--- src/rtl/uart_rx_frame_check_if.sv ---
`default_nettype none
// ============================================================================
// Module   : uart_rx_frame_check_if
// Brief    : Bundle of strobes, frame configuration and results exchanged
//            between the bit sampler / RX FSM side and the frame checker.
// Revision : 1.0  initial release
// ============================================================================
interface uart_rx_frame_check_if #(
   parameter int DATA_WIDTH = 8,
   parameter int CNT_WIDTH  = 8
);
   logic                  FRAME_START;
   logic                  BIT_VALID;
   logic                  SAMPLED_BIT;
   logic                  PAR_EN;
   logic [1:0]            PAR_MODE;
   logic                  STOP2;
   logic                  CLR_ERR;
   logic [DATA_WIDTH-1:0] DATA_OUT;
   logic                  DATA_VALID;
   logic                  PAR_ERR;
   logic                  STOP_ERR;
   logic [CNT_WIDTH-1:0]  PAR_ERR_CNT;
   logic [CNT_WIDTH-1:0]  STOP_ERR_CNT;
   logic                  BUSY;

   // Sampler / sink side: drives strobes and config, receives frame results
   modport master (
      output FRAME_START, BIT_VALID, SAMPLED_BIT, PAR_EN, PAR_MODE, STOP2, CLR_ERR,
      input  DATA_OUT, DATA_VALID, PAR_ERR, STOP_ERR, PAR_ERR_CNT, STOP_ERR_CNT, BUSY
   );

   // Frame checker side
   modport slave (
      input  FRAME_START, BIT_VALID, SAMPLED_BIT, PAR_EN, PAR_MODE, STOP2, CLR_ERR,
      output DATA_OUT, DATA_VALID, PAR_ERR, STOP_ERR, PAR_ERR_CNT, STOP_ERR_CNT, BUSY
   );
endinterface
`default_nettype wire

--- src/rtl/uart_rx_frame_check.sv ---
`default_nettype none
// ============================================================================
// Module   : uart_rx_frame_check
// Brief    : UART receive frame checker. Deserialises DATA_WIDTH data bits
//            (LSB first), checks parity (even/odd/mark/space or none) and
//            1 or 2 stop bits, reports per-frame errors and keeps saturating
//            error counters.
// Revision : 1.0  initial release
// ============================================================================
module uart_rx_frame_check #(
   parameter int DATA_WIDTH = 8,
   parameter int CNT_WIDTH  = 8
) (
   input wire CLK,
   input wire RST,
   uart_rx_frame_check_if.slave bus
);

   localparam int                 c_BIT_W = $clog2(DATA_WIDTH);
   localparam logic [c_BIT_W-1:0] c_LAST  = c_BIT_W'(DATA_WIDTH - 1);
   localparam logic [CNT_WIDTH-1:0] c_CNT_MAX = {CNT_WIDTH{1'b1}};

   typedef enum logic [1:0] {
      IDLE   = 2'd0,
      DATA   = 2'd1,
      PARITY = 2'd2,
      STOP   = 2'd3
   } state_t;

   state_t                r_state;
   state_t                w_state_nxt;
   logic                  r_par_en;
   logic [1:0]            r_par_mode;
   logic                  r_stop2;
   logic [c_BIT_W-1:0]    r_bit_cnt;
   logic [DATA_WIDTH-1:0] r_shift;
   logic                  r_run_par;
   logic                  r_frame_perr;
   logic                  r_frame_serr;
   logic                  r_stop_seen;
   logic [DATA_WIDTH-1:0] r_data_out;
   logic                  r_data_valid;
   logic                  r_par_err;
   logic                  r_stop_err;
   logic [CNT_WIDTH-1:0]  r_par_err_cnt;
   logic [CNT_WIDTH-1:0]  r_stop_err_cnt;
   logic                  r_busy;

   logic w_shift;
   logic w_par_chk;
   logic w_stop_chk;
   logic w_done;
   logic w_par_exp;
   logic w_done_serr;

   // State register; reset mid-frame simply drops the frame
   always_ff @(posedge CLK or negedge RST) begin
      if (!RST) r_state <= IDLE;
      else      r_state <= w_state_nxt;
   end

   // Next-state and per-cycle action strobes; FRAME_START overrides anything else
   always_comb begin
      w_state_nxt = r_state;
      w_shift     = 1'b0;
      w_par_chk   = 1'b0;
      w_stop_chk  = 1'b0;
      w_done      = 1'b0;
      if (bus.FRAME_START) begin
         w_state_nxt = DATA;
      end else begin
         case (r_state)
            IDLE: ;
            DATA: if (bus.BIT_VALID) begin
               w_shift = 1'b1;
               if (r_bit_cnt == c_LAST) w_state_nxt = r_par_en ? PARITY : STOP;
            end
            PARITY: if (bus.BIT_VALID) begin
               w_par_chk   = 1'b1;
               w_state_nxt = STOP;
            end
            STOP: if (bus.BIT_VALID) begin
               w_stop_chk = 1'b1;
               if (!r_stop2 || r_stop_seen) begin
                  w_done      = 1'b1;
                  w_state_nxt = IDLE;
               end
            end
            default: w_state_nxt = IDLE;
         endcase
      end
   end

   // Expected parity bit from the latched mode and the running data parity
   always_comb begin
      w_par_exp = 1'b0;
      case (r_par_mode)
         2'b00:   w_par_exp = r_run_par;
         2'b01:   w_par_exp = ~r_run_par;
         2'b10:   w_par_exp = 1'b1;
         default: w_par_exp = 1'b0;
      endcase
   end

   // The final stop bit is still on the line when the frame completes
   assign w_done_serr = r_frame_serr | ~bus.SAMPLED_BIT;

   // Frame datapath: config latch, deserialiser, running parity, frame error bits
   always_ff @(posedge CLK or negedge RST) begin
      if (!RST) begin
         r_par_en     <= 1'b0;
         r_par_mode   <= 2'b00;
         r_stop2      <= 1'b0;
         r_bit_cnt    <= '0;
         r_shift      <= '0;
         r_run_par    <= 1'b0;
         r_frame_perr <= 1'b0;
         r_frame_serr <= 1'b0;
         r_stop_seen  <= 1'b0;
      end else if (bus.FRAME_START) begin
         r_par_en     <= bus.PAR_EN;
         r_par_mode   <= bus.PAR_MODE;
         r_stop2      <= bus.STOP2;
         r_bit_cnt    <= '0;
         r_shift      <= '0;
         r_run_par    <= 1'b0;
         r_frame_perr <= 1'b0;
         r_frame_serr <= 1'b0;
         r_stop_seen  <= 1'b0;
      end else begin
         if (w_shift) begin
            r_shift   <= {bus.SAMPLED_BIT, r_shift[DATA_WIDTH-1:1]};
            r_run_par <= r_run_par ^ bus.SAMPLED_BIT;
            r_bit_cnt <= r_bit_cnt + 1'b1;
         end
         if (w_par_chk && (bus.SAMPLED_BIT != w_par_exp)) r_frame_perr <= 1'b1;
         if (w_stop_chk) begin
            r_stop_seen <= 1'b1;
            if (!bus.SAMPLED_BIT) r_frame_serr <= 1'b1;
         end
      end
   end

   // Result registers and saturating counters; CLR_ERR beats a same-cycle increment
   always_ff @(posedge CLK or negedge RST) begin
      if (!RST) begin
         r_data_out     <= '0;
         r_data_valid   <= 1'b0;
         r_par_err      <= 1'b0;
         r_stop_err     <= 1'b0;
         r_par_err_cnt  <= '0;
         r_stop_err_cnt <= '0;
         r_busy         <= 1'b0;
      end else begin
         r_data_valid <= w_done;
         r_busy       <= (w_state_nxt != IDLE);
         if (w_done) begin
            r_data_out <= r_shift;
            r_par_err  <= r_frame_perr;
            r_stop_err <= w_done_serr;
         end
         if (bus.CLR_ERR) begin
            r_par_err_cnt  <= '0;
            r_stop_err_cnt <= '0;
         end else if (w_done) begin
            if (r_frame_perr && (r_par_err_cnt != c_CNT_MAX))
               r_par_err_cnt <= r_par_err_cnt + 1'b1;
            if (w_done_serr && (r_stop_err_cnt != c_CNT_MAX))
               r_stop_err_cnt <= r_stop_err_cnt + 1'b1;
         end
      end
   end

   assign bus.DATA_OUT     = r_data_out;
   assign bus.DATA_VALID   = r_data_valid;
   assign bus.PAR_ERR      = r_par_err;
   assign bus.STOP_ERR     = r_stop_err;
   assign bus.PAR_ERR_CNT  = r_par_err_cnt;
   assign bus.STOP_ERR_CNT = r_stop_err_cnt;
   assign bus.BUSY         = r_busy;

endmodule
`default_nettype wire

--- src/flat_wrapper.sv ---
// flat-port wrapper written by rule: the top's interface ports become plain ports
module uart_rx_frame_check_flat 
#(
   parameter int DATA_WIDTH = 8,
   parameter int CNT_WIDTH  = 8
)
  (CLK, RST, bus_FRAME_START, bus_BIT_VALID, bus_SAMPLED_BIT, bus_PAR_EN, bus_PAR_MODE, bus_STOP2, bus_CLR_ERR, bus_DATA_OUT, bus_DATA_VALID, bus_PAR_ERR, bus_STOP_ERR, bus_PAR_ERR_CNT, bus_STOP_ERR_CNT, bus_BUSY);
  uart_rx_frame_check_if #(.DATA_WIDTH(DATA_WIDTH), .CNT_WIDTH(CNT_WIDTH)) bus_i ();
  input wire CLK;
  input wire RST;
  input wire logic [$bits(bus_i.FRAME_START)-1:0] bus_FRAME_START;
  input wire logic [$bits(bus_i.BIT_VALID)-1:0] bus_BIT_VALID;
  input wire logic [$bits(bus_i.SAMPLED_BIT)-1:0] bus_SAMPLED_BIT;
  input wire logic [$bits(bus_i.PAR_EN)-1:0] bus_PAR_EN;
  input wire logic [$bits(bus_i.PAR_MODE)-1:0] bus_PAR_MODE;
  input wire logic [$bits(bus_i.STOP2)-1:0] bus_STOP2;
  input wire logic [$bits(bus_i.CLR_ERR)-1:0] bus_CLR_ERR;
  output wire logic [$bits(bus_i.DATA_OUT)-1:0] bus_DATA_OUT;
  output wire logic [$bits(bus_i.DATA_VALID)-1:0] bus_DATA_VALID;
  output wire logic [$bits(bus_i.PAR_ERR)-1:0] bus_PAR_ERR;
  output wire logic [$bits(bus_i.STOP_ERR)-1:0] bus_STOP_ERR;
  output wire logic [$bits(bus_i.PAR_ERR_CNT)-1:0] bus_PAR_ERR_CNT;
  output wire logic [$bits(bus_i.STOP_ERR_CNT)-1:0] bus_STOP_ERR_CNT;
  output wire logic [$bits(bus_i.BUSY)-1:0] bus_BUSY;
  assign bus_i.FRAME_START = bus_FRAME_START;
  assign bus_i.BIT_VALID = bus_BIT_VALID;
  assign bus_i.SAMPLED_BIT = bus_SAMPLED_BIT;
  assign bus_i.PAR_EN = bus_PAR_EN;
  assign bus_i.PAR_MODE = bus_PAR_MODE;
  assign bus_i.STOP2 = bus_STOP2;
  assign bus_i.CLR_ERR = bus_CLR_ERR;
  assign bus_DATA_OUT = bus_i.DATA_OUT;
  assign bus_DATA_VALID = bus_i.DATA_VALID;
  assign bus_PAR_ERR = bus_i.PAR_ERR;
  assign bus_STOP_ERR = bus_i.STOP_ERR;
  assign bus_PAR_ERR_CNT = bus_i.PAR_ERR_CNT;
  assign bus_STOP_ERR_CNT = bus_i.STOP_ERR_CNT;
  assign bus_BUSY = bus_i.BUSY;
  uart_rx_frame_check #(.DATA_WIDTH(DATA_WIDTH), .CNT_WIDTH(CNT_WIDTH)) u_core (.CLK(CLK), .RST(RST), .bus(bus_i));
endmodule
--- config.mk ---
export PLATFORM = sky130hd
export DESIGN_NAME = uart_rx_frame_check_flat
export DESIGN_NICKNAME = d
export VERILOG_FILES = /design/src/rtl/uart_rx_frame_check_if.sv /design/src/rtl/uart_rx_frame_check.sv /design/src/flat_wrapper.sv
export SDC_FILE = /design/constraint.sdc
export NUM_CORES = 1
export LEC_CHECK = 0
export CORE_MARGIN = 1
export CORE_UTILIZATION = 47
export DETAILED_ROUTE_END_ITERATION = 8
export HOLD_SLACK_MARGIN = 0.05
export MAX_ROUTING_LAYER = met4
export PLACE_DENSITY = 0.86
export SYNTH_ARGS = -nofsm -noshare
export SYNTH_HDL_FRONTEND = slang
export SYNTH_SLANG_ARGS = --single-unit
--- constraint.sdc ---
create_clock -name CLK -period 1.6 [get_ports CLK]
set_input_delay 0.24 -clock CLK [delete_from_list [all_inputs] [get_ports CLK]]
set_output_delay 0.24 -clock CLK [all_outputs]
set_load 0.01 [all_outputs]
# Yosys cells after proc, flatten, opt, wreduce, memory -nomap -nowiden
# Index checks and enable logic that the tools add are counted.
[classes]
n_bitwise = 4
n_reduce_logical = 16
add_sub_neg = 3
muxes = 39
eq_ne = 10
[op_table]
columns = ["operator", "n"]
rows = [
  ["$mux W8", 8],
  ["$mux W1", 21],
  ["$add A8 B1 Y8 const B", 2],
  ["$ne A8 B8 Y1 const B", 2],
  ["$reduce_bool A2 Y1", 7],
  ["$mux W2", 6],
  ["$eq A2 B2 Y1 const B", 3],
  ["$mux W3", 2],
  ["$pmux W2 S3", 1],
  ["$reduce_and A2 Y1", 3],
  ["$eq A2 B1 Y1 const B", 2],
  ["$add A3 B1 Y3 const B", 1],
  ["$eq A3 B3 Y1 const B", 1],
  ["$logic_and A1 B1 Y1", 3],
  ["$pmux W1 S3", 1],
  ["$logic_not A2 Y1", 1],
  ["$ne A2 B2 Y1 const B", 1],
  ["$not A1 Y1", 2],
  ["$logic_not A1 Y1", 1],
  ["$logic_or A1 B1 Y1", 1],
  ["$ne A1 B1 Y1", 1],
  ["$or A1 B1 Y1", 1],
  ["$xor A1 B1 Y1", 1],
]
[totals]
inputBits = 10
output_inout_bits = 28
reg_bits = 49

# Longest topological paths before layout
# Gate-level depths: netlist of run 1.
[depth]
depth_word = 8
ltp_mapped = 6
mapped_depth_nobuf = 6

# Worst setup path before layout of run 1
# No wires, ideal clock.
[synth_timing]
path_type = "flip-flop to flip-flop"
start = "register u_core.r_par_err_cnt[0], in the netlist u_core.bus.PAR_ERR_CNT[0]"
end = "register u_core.r_par_err_cnt[4], in the netlist u_core.bus.PAR_ERR_CNT[4]"
setup_time_ns = 0.078
arrival_ns = 1.572
t_required_ns = 1.522
synth_period_minus_slack_ns = 1.650
stages_incl_launch_ff = 7
path_buffers = 1
slack_ns = -0.050
path_cell_list = "dfrtp_1 ha_1 nand3_1 nor3_1 clkbuf_1 or4_1 a21oi_1"
[synth_via]
elab_chain_len = 4
elab_cells_between_ends = 8
cone_classes = "add/sub: 1; eq/ne: 1; mux: 3; reduce/logical: 3"
[synth_lines]
columns = ["item", "line_no", "rtl"]
rows = [
  ["start: declaration", "uart_rx_frame_check.sv:45", "logic [CNT_WIDTH-1:0] r_par_err_cnt;"],
  ["start signal: assignment", "uart_rx_frame_check.sv:167", "r_par_err_cnt <= r_par_err_cnt + 1'b1;"],
  ["$add A8 B1 Y8 or $ne A8 B8 Y1 (tied branches)", "uart_rx_frame_check.sv:167, uart_rx_frame_check.sv:166", ""],
  ["$mux W8 or $logic_and A1 B1 Y1 (tied branches)", "uart_rx_frame_check.sv:166", "if (r_frame_perr && (r_par_err_cnt != c_CNT_MAX))"],
  ["$mux W8 or $reduce_bool A2 Y1 (tied branches)", "n/a", ""],
  ["$mux W8 or $reduce_and A2 Y1 (tied branches)", "n/a", ""],
]
# Several ways; a longest one is shown, not always the timed one. The select of a mux whose other input is x is not followed.
# A chain may end at the register's enable or synchronous reset.

# Worst setup path in the final report of run 1
[layout_timing]
start = "register u_core.r_stop_err_cnt[5], in the netlist u_core.bus.STOP_ERR_CNT[5]"
end = "output bus_STOP_ERR_CNT[5]"
[layout_rtl]
columns = ["item", "line_no", "rtl"]
rows = [
  ["start: declaration", "uart_rx_frame_check.sv:46", "logic [CNT_WIDTH-1:0] r_stop_err_cnt;"],
  ["start signal: assignment", "uart_rx_frame_check.sv:169", "r_stop_err_cnt <= r_stop_err_cnt + 1'b1;"],
  ["end: declaration", "flat_wrapper.sv:23", "output wire logic [$bits(bus_i.STOP_ERR_CNT)-1:0] bus_STOP_ERR_CNT;"],
]
# No word-level cell between the ends.

==> results.md, run 1 <==
Yosys:
- The post-synthesis cell count is 215.
- The number of distinct library cells after synthesis is 37.
- The cell area that synthesis handed to floorplanning was roughly 2200 µm².
- In this run the mean area of a mapped cell was about 10 µm².
- The number of warning messages in the yosys log is 0.
- The post-synthesis sequential area ratio is 0.546.
- The net count of the mapped netlist is 229.
- Counting flops and latches in the post-synthesis netlist gives 49.

STA:
- The minimum clock period is 1.56 ns.
- Setup violations remaining at the end of the flow were counted as 0.
- For the pin with the worst max-slew slack, the measured transition is 0.389 ns.
- Setup repair after global routing left no endpoint under its margin.
- The final clock period utilization by the worst path is 0.978.
- The max-slew headroom at the worst pin is 0.740.
- The worst-case clock skew is 0.00836 ns.
- The maximum clock frequency is 639 MHz.
- The number of max-slew violations in the final report came to 0.
- The setup TNS after final layout is 0 ns.
- The final count of hold timing violations is 0.

Worst setup path:
- The longest individual stage delay on the worst path is between 0.5 and 0.6 ns.
- Among all stages on the critical path, the largest delay is contributed by sky130_fd_sc_hd__clkdlybuf4s50_1.
- The classification of the worst setup path is register to output pin.
- The cell family contributing the most delay on the critical path is buffers and inverters.
- For the worst setup path, the data arrival time is 1.32 ns.
- The critical path launch point type is a register.
- The worst setup path is captured at an output pin.
- The maximum fanout along the worst path is 5.
- The number of buffers and inverters on the critical path is 1.
- The data required time at the worst endpoint is 1.36 ns.
- Walking the worst path, the cells encountered are clkdlybuf4s50_1.

Detailed routing:
- In this run the remaining antenna-violating nets after routing total 0.
- The first TritonRoute pass finished after 7 iterations.
- In the routed design, unresolved DRC markers number 4.
- The total number of vias is 1,925.
- The via-per-instance ratio is 5.71.
- The average wire length per cell after detail routing is approximately 15 µm.
- The number of DRC markers in iteration 0 is 174.
- Summed over all layers, the routed wires come to slightly above 5 mm.

Power:
- The switching power summed over all nets is 553 µW.
- For this design the static power due to leakage is about 0.0014 µW.
- The peak supply drop is 0.000736 V.
- The fraction of power spent switching nets is 0.251.
- Of the total power, registers draw 0.579.
- The internal portion of the total power is between 1500 and 2000 µW.
- Power spread over the standard cell area amounts to 717 nW/µm².
- The combinational fraction of design power is 0.074.
- The share of total power dissipated in the clock network is 0.347.
- The overall power after layout is 2200 µW.

Clocking:
- The number of clock sinks seen by CTS is 49.
- The CTS tree is built.
- The later pin in the worst-skew pair is clocked with a latency of 0.31 ns.
- No sink is reached through more buffers than the 2 on the longest clock path.
- The clock buffer count from CTS is 5.
- After clock tree synthesis, the clock-pin slew on the worst setup and hold paths is ~0.1 ns.
- The H-tree depth is 2.
- The CTS root buffer is sky130_fd_sc_hd__clkbuf_8.

Floorplan:
- The die is 71.1 µm wide.
- The core area is 4470 µm².
- The total die area is approximately 5100 µm².
- The number of top-level pins is 38.
- The die span in y is between 70 and 80 µm.
- In this run the core area contains 24 standard-cell rows.
- The starting density of the core is 0.502.

Global routing:
- The number of global-route vias before repair is 1,823.
- The global-route wire length before repair is 8.33 mm.
- The total routing resource utilization after global routing is 0.216.
- Global routing finished with a remaining overflow of 0.
- The number of antenna violations at the first check in global routing is 0.
- The pin count of the biggest net entering global routing is 29.

Placement:
- The placer's final routability congestion estimate is 0.854.
- The half-perimeter wire length after detailed placement is 3.61 mm.
- Buffers placed on the I/O ports in this run total 37.

Final layout:
- 0 antenna diodes ended up in the layout.
- The leading cell type in the layout, fill and taps excluded is sky130_fd_sc_hd__dfrtp_1.
- In the final design database the tool counted 298 nets.
- Leaving out fill and tap cells, the most frequent cells in the layout are sky130_fd_sc_hd__dfrtp_1 (48), sky130_fd_sc_hd__buf_4 (31), sky130_fd_sc_hd__clkdlybuf4s50_1 (30), sky130_fd_sc_hd__nand2_1 (27), sky130_fd_sc_hd__a21oi_1 (24).
- Relative to the synthesized area, the layout overhead comes to 36.4%.
- The layout filler cell count is 324.
- In the final layout, the share of cells above drive strength 1 is 0.246.
- At the end of the flow the core is filled with cells to 0.685.

Job:
- Max-cap violations in this run came to 0.

Outcome:
- The run finished, with violations left.
- The checks that failed: design-rule violations.

Worst hold path:
- The worst hold path belongs to the class primary input to async pin.
## flip-flops by register name (all words and copies together) (netlist names), 2 cells and up
register,cells
u_core.r_par_mode,2
u_core.bus.PAR_ERR_CNT,8
u_core.r_shift,8
u_core.r_state,2
u_core.bus.STOP_ERR_CNT,8
u_core.r_bit_cnt,3
u_core.bus.DATA_OUT,8
## cell families after synthesis
| kind of cell | Yosys count | synth area share |
|---|---|---|
| buf+inv | 16 | 0.0284 |
| xor+xnor | 4 | 0.0156 |
| flops | 49 | 0.546 |
| simple gates | 81 | 0.197 |
| fa+ha+maj | 4 | 0.0223 |
| compound gates | 49 | 0.131 |
| mux | 12 | 0.0601 |
## per-stage QoR
stage	hold WS [ns]	instance area (µm²)	setup WS (ns)	cells
floorplan	-0.0556	2250	0.00464	215
global placement	0.115	2890	-0.265	326
detailed placement	0.122	2890	-0.366	326
CTS	0.313	3000	0.000571	335
global route	0.341	3070	0.00201	337
finish	0.314	3070	0.0358	337
## timing repair
item                                    CTS  global route
endpoints found under the setup margin    9            25
hold buffers                              1             0
buffers inserted                          0             1
cloned                                    0             1
endpoints found under the hold margin     9             0
resized for setup                         5            15
pin swaps                                 0             6
## cell type report
type	instances	area [µm²]	share of cell area
Tap cell	52	65.1	0.0212
Multi-Input combinational cell	151	1020	0.333
Timing Repair Buffer	70	632	0.206
Inverter	7	26.3	0.00857
Clock inverter	3	25.0	0.00816
Sequential cell	49	1230	0.400
Clock buffer	5	68.8	0.0224
## Yosys cell counts
cell type | count | area (µm²)
sky130_fd_sc_hd__a21boi_0 | 1 | 7.51
sky130_fd_sc_hd__nand4_1 | 4 | 25.0
sky130_fd_sc_hd__nor3b_1 | 1 | 7.51
sky130_fd_sc_hd__o41ai_1 | 3 | 26.3
sky130_fd_sc_hd__or4_1 | 6 | 45.0
sky130_fd_sc_hd__o311ai_0 | 3 | 26.3
sky130_fd_sc_hd__xor2_1 | 2 | 17.5
sky130_fd_sc_hd__nand4_4 | 1 | 21.3
sky130_fd_sc_hd__a211oi_1 | 1 | 7.51
sky130_fd_sc_hd__nor2b_1 | 2 | 12.5
sky130_fd_sc_hd__o31ai_1 | 6 | 45.0
sky130_fd_sc_hd__inv_1 | 7 | 26.3
sky130_fd_sc_hd__o21bai_1 | 1 | 7.51
sky130_fd_sc_hd__nand2_1 | 28 | 105
sky130_fd_sc_hd__o311a_1 | 1 | 10.0
sky130_fd_sc_hd__or2_2 | 4 | 25.0
sky130_fd_sc_hd__nand3b_1 | 2 | 15.0
sky130_fd_sc_hd__and3_4 | 1 | 11.3
sky130_fd_sc_hd__nand2b_1 | 2 | 12.5
sky130_fd_sc_hd__nor3_1 | 3 | 15.0
sky130_fd_sc_hd__ha_1 | 4 | 50.1
sky130_fd_sc_hd__and2_1 | 1 | 6.26
sky130_fd_sc_hd__a21oi_1 | 24 | 120
sky130_fd_sc_hd__mux2_2 | 12 | 135
sky130_fd_sc_hd__nand3_2 | 1 | 10.0
sky130_fd_sc_hd__and3_1 | 1 | 6.26
sky130_fd_sc_hd__nand3_1 | 5 | 25.0
sky130_fd_sc_hd__dfrtp_1 | 49 | 1230
sky130_fd_sc_hd__and3b_1 | 1 | 8.76
sky130_fd_sc_hd__and4_1 | 3 | 26.3
sky130_fd_sc_hd__nor2_1 | 12 | 45.0
sky130_fd_sc_hd__o21ai_0 | 9 | 45.0
sky130_fd_sc_hd__buf_2 | 3 | 15.0
sky130_fd_sc_hd__or3_1 | 2 | 12.5
sky130_fd_sc_hd__clkbuf_1 | 6 | 22.5
sky130_fd_sc_hd__xnor2_1 | 2 | 17.5
sky130_fd_sc_hd__nor4_1 | 1 | 6.26
## worst paths after layout
check / from / end / slack (ns) / cells past startpoint
max: u_core.bus.STOP_ERR_CNT[5]$_DFFE_PN0P_ / bus_STOP_ERR_CNT[5] / 0.04 / 1
min in group CLK: u_core.bus.DATA_OUT[2]$_DFFE_PN0P_ / u_core.bus.DATA_OUT[2]$_DFFE_PN0P_ / 0.52 / 1
min reg2reg: u_core.bus.DATA_OUT[2]$_DFFE_PN0P_ / u_core.bus.DATA_OUT[2]$_DFFE_PN0P_ / 0.52 / 1
max reg2reg: u_core.bus.PAR_ERR_CNT[1]$_DFFE_PN0P_ / u_core.bus.PAR_ERR_CNT[4]$_DFFE_PN0P_ / 0.06 / 5
min: RST / u_core.bus.PAR_ERR_CNT[7]$_DFFE_PN0P_ / 0.31 / 2
max in group asynchronous: RST / u_core.r_state[1]$_DFF_PN0_ / 0.82 / 3
## routing by layer
metal / wire (µm) / track usage / up-vias
met4: 53 / 0.0667 / 0
met5: 0 / - / -
met2: 2600 / 0.351 / 50
li1: - / - / 912
met1: 2230 / 0.271 / 956
met3: 200 / 0.0470 / 7
## power groups by stage
stage	logic [µW]	registers (µW)	clock network (µW)
after CTS	157	1270	780
after floorplan	68.1	1290	0
final	163	1270	762
after detailed placement	155	1300	0
after global routing	182	1280	825
after global placement	150	1290	0
No activity file was read; power rests on OpenSTA's default activity.
==> run 2, diff against run 1 <==
CORE_UTILIZATION = 52   (was 47)
PLACE_DENSITY = 0.89   (was 0.86)
clock period = 1.55 ns   (was 1.6 ns; I/O delays follow)
==> run 2 against run 1 <==
Net effect:
- the run ends with negative setup slack left
- setup slack got worse by 0.036 ns
- non-clock buffer count is 8 higher
- sequential share of layout area down 1.8 points
- via count rose by 4.7%
- core utilization is 10 points higher
- sequential power up 3%
- critical path depth increased by 4
- routed wire length increased by 5.8%
- worst hold slack gained 0.057 ns
- die area is 9.4% lower
- clock-buffer cell count stayed put
- design area rose by 4.8%
- critical path type is now register to register
- critical endpoint is now u_core.bus.PAR_ERR_CNT[4]$_DFFE_PN0P_
==> results.md, run 2 (same netlist as run 1, synthesis figures left out) <==
Worst setup path:
- The longest individual stage delay on the worst path was 0.52 ns (-0.05 ns).
- The critical path is of the register to register type.
- Traced cell by cell, the critical path runs through ha_2 > nand3_4 > buf_6 > or4_4 > a21oi_2.
- The slack of the worst reg-to-reg path is -0.0003 ns (-0.06 ns).
- The maximum fanout along the worst path is 5 (unchanged).
- The cell with the largest stage delay on the worst path is sky130_fd_sc_hd__or4_4.
- The critical path launch point type is a register.
- The data arrival time of the critical path is 1.79 ns (+0.47 ns).
- The capturing element type of the critical path is a register.
- The data required time at the worst endpoint is 1.79 ns (+0.43 ns).

Global routing:
- The number of antenna violations at the first check in global routing is 0 (unchanged).
- The number of global-route vias before repair came to 1,849 (+1.4%).
- The pin count of the biggest net entering global routing is 35 (+21%).
- The global-route wire length before repair came to 8.27 mm (-0.74%).
- The total grt overflow came to 0 (unchanged).
- The total routing resource utilization after global routing was 0.252 (+0.0359).

STA:
- The actual slew at the worst max-slew pin is 0.423 ns (+0.0342 ns).
- The max-slew headroom at the worst pin was 0.717 (-0.0229).
- Timing would allow up to 645 MHz.
- Setup repair after global routing could not meet its margin everywhere.
- The setup slack after layout came to -0.000314 ns (-0.0361 ns).
- The final count of hold timing violations came to 0 (unchanged).
- The number of max-slew violations in the final report is 0 (unchanged).
- The number of setup violations in the final report came to 1 (+1).
- The worst path in the final design needs a cycle of 1.55 ns, including I/O delays and setup.
- Dividing the final minimum period by the clock period gives 1.00.
- The worst-case clock skew came to 0.00978 ns (+0.00142 ns).

Placement:
- The number of port buffers is 37 (unchanged).
- The half-perimeter wire length after detailed placement is 3.35 mm (-7.2%).
- The placer's final routability congestion estimate is 0.824 (-3.5%).
- The total placed cells including tap cells is 323 (-0.92%).
- The cell area after placement is 2890 µm² (about the same).
- The pre-CTS setup slack is -0.353 ns (+0.0129 ns).

Floorplan:
- The width of the chip is 67.7 µm (-4.8%).
- The floorplan row count is 23 (-4.2%).
- The core area is 4090 µm² (-8.7%).
- The number of top-level pins came to 38 (unchanged).
- The starting density of the core is 0.550 (+0.0477).
- The die span in y is 67.7 µm (-4.8%).
- The total die area came to 4590 µm² (-9.4%).

Clocking:
- The clock tree buffer depth is 2 (unchanged).
- The clock buffer count from CTS is 5 (unchanged).
- The clock transition at the register clock pins on the worst setup and hold paths after CTS came to 0.09 ns (about the same).
- The number of clock sinks seen by CTS is 49 (unchanged).
- TritonCTS built the clock tree.
- The clock insertion delay at the later pin of the skew report is 0.31 ns (about the same).
- The root buffer cell chosen for the clock tree is sky130_fd_sc_hd__clkbuf_8.
- The H-tree depth is 2 (unchanged).

Final layout:
- Relative to the synthesized area, the layout overhead comes to 43.0%.
- The total non-filler cell area in the finished layout is 3210 µm² (+4.8%).
- The layout filler cell count is 246 (-24%).
- The library cell used most frequently in the layout, excluding fill and tap cells, is sky130_fd_sc_hd__dfrtp_1.
- The total area of sequential cells is 1230 µm² (+0.20%).
- In the layout the commonest cells are sky130_fd_sc_hd__dfrtp_1 (46), sky130_fd_sc_hd__buf_4 (33), sky130_fd_sc_hd__nand2_1 (27), sky130_fd_sc_hd__clkdlybuf4s50_1 (22), sky130_fd_sc_hd__a21oi_1 (19).
- The area used by multi-input combinational logic is 1080 µm² (+5.9%).
- The ratio of cells with drive above 1 in the final layout is 0.315 (+0.0695).
- The number of nets in the final layout is 305 (+2.3%).
- The number of antenna diodes is 0 (unchanged).
- The final cell count without fillers came to 342 (+1.5%).

Outcome:
- The run finished, with violations left.
- The checks that failed: negative setup slack.

Detailed routing:
- The count of antenna-violating nets left after detailed routing is 0 (unchanged).
- The post-detailed-route DRC marker count came to 0 (-4).
- The aggregate routed wire length was 5.38 mm (+5.8%).
- The average wire length per cell after detail routing is 15.7 µm (+4.2%).
- The via-per-instance ratio came to 5.89 (+3.2%).
- The number of DRC markers in iteration 0 came to 228 (+31%).
- The total number of vias is 2,016 (+4.7%).
- The detailed-routing iteration count for the pre-antenna-repair pass is 4 (-3).

Power:
- The overall power after layout is 2240 µW (+1.9%).
- The leakage power is 0.00154 µW (+11%).
- The ratio of total power to cell area is 697 nW/µm² (-2.8%).
- The peak supply drop is 0.000566 V (-23%).

Worst hold path:
- The worst hold path belongs to the class primary input to async pin.

Job:
- The number of maximum-capacitance violations came to 0 (unchanged).
run 2: cell types whose count changed in the layout (fill, tap and decap cells not counted), sizes merged:
cell / before / now
clkdlybuf4s50: 30 / 22
nand4: 6 / 5
dlygate4sd2: 3 / 6
buf: 33 / 41
dlymetal6s2s: 3 / 8
run 2: final cells by class:
cell class / count / area share
well taps: 50 / 0.0195
repair buffers: 78 / 0.225
inverters: 7 / 0.00818
multi-input cells: 150 / 0.336
clock buffers: 5 / 0.0214
flip-flops and latches: 49 / 0.383
clock inverters: 3 / 0.00662
run 2: stage by stage:
step | hold WS, ns | setup TNS [ns] | utilization
finish | 0.371 | -0.000314 | 0.786
global route | 0.393 | -0.194 | 0.786
global placement | 0.168 | -6.78 | 0.707
floorplan | -0.0631 | 0 | -
detailed placement | 0.177 | -7.38 | 0.707
CTS | 0.394 | 0 | 0.739
run 2: worst paths after layout:
| path | endpoint | from | depth (start not counted) |
|---|---|---|---|
| worst max-delay path | u_core.bus.PAR_ERR_CNT[4]$_DFFE_PN0P_ | u_core.bus.PAR_ERR_CNT[0]$_DFFE_PN0P_ | 5 |
| worst min-delay path | u_core.bus.PAR_ERR_CNT[3]$_DFFE_PN0P_ | RST | 2 |
| worst max register to register | u_core.bus.PAR_ERR_CNT[4]$_DFFE_PN0P_ | u_core.bus.PAR_ERR_CNT[0]$_DFFE_PN0P_ | 5 |
| worst min register to register | u_core.r_frame_serr$_DFFE_PN0P_ | u_core.r_frame_serr$_DFFE_PN0P_ | 2 |
| max in group asynchronous | u_core.bus.STOP_ERR_CNT[2]$_DFFE_PN0P_ | RST | 3 |
| min in group CLK | u_core.r_shift[5]$_DFFE_PN0P_ | bus_FRAME_START | 3 |
run 2: report_power, final:
| group | switching (µW) | internal, µW | total, µW |
|---|---|---|---|
| Sequential | 15.2 | 1300 | 1310 |
| Clock | 443 | 321 | 764 |
| Combinational | 91.2 | 72.8 | 164 |
| Total | 550 | 1690 | 2240 |
run 2: timing repair:
action,CTS,global route
hold endpoints to repair,15,0
pin swaps,5,9
hold buffers,1,0
resized for setup,15,39
setup endpoints to repair,23,30
setup buffers,3,7
cloned,1,0
run 2: routing by layer:
metal,share of wire,global-route usage,wire [µm]
met2,0.50,0.411,2680
met4,0.026,0.104,141
met1,0.42,0.306,2260
met5,0,-,0
met3,0.054,0.0456,293
run 2: worst max-delay path: cells and delay by family (launching register included):
kind	cells	cell delay, ns
simple gates	2	0.61
flops	1	0.37
fa+ha+maj	1	0.21
buf+inv	1	0.14
compound gates	1	0.14
==> run 3, diff against run 2 <==
GPL_ROUTABILITY_DRIVEN = 0   (was not set)
==> results of run 3 <==
Final layout, timing and power as in run 2 (identical DEF).
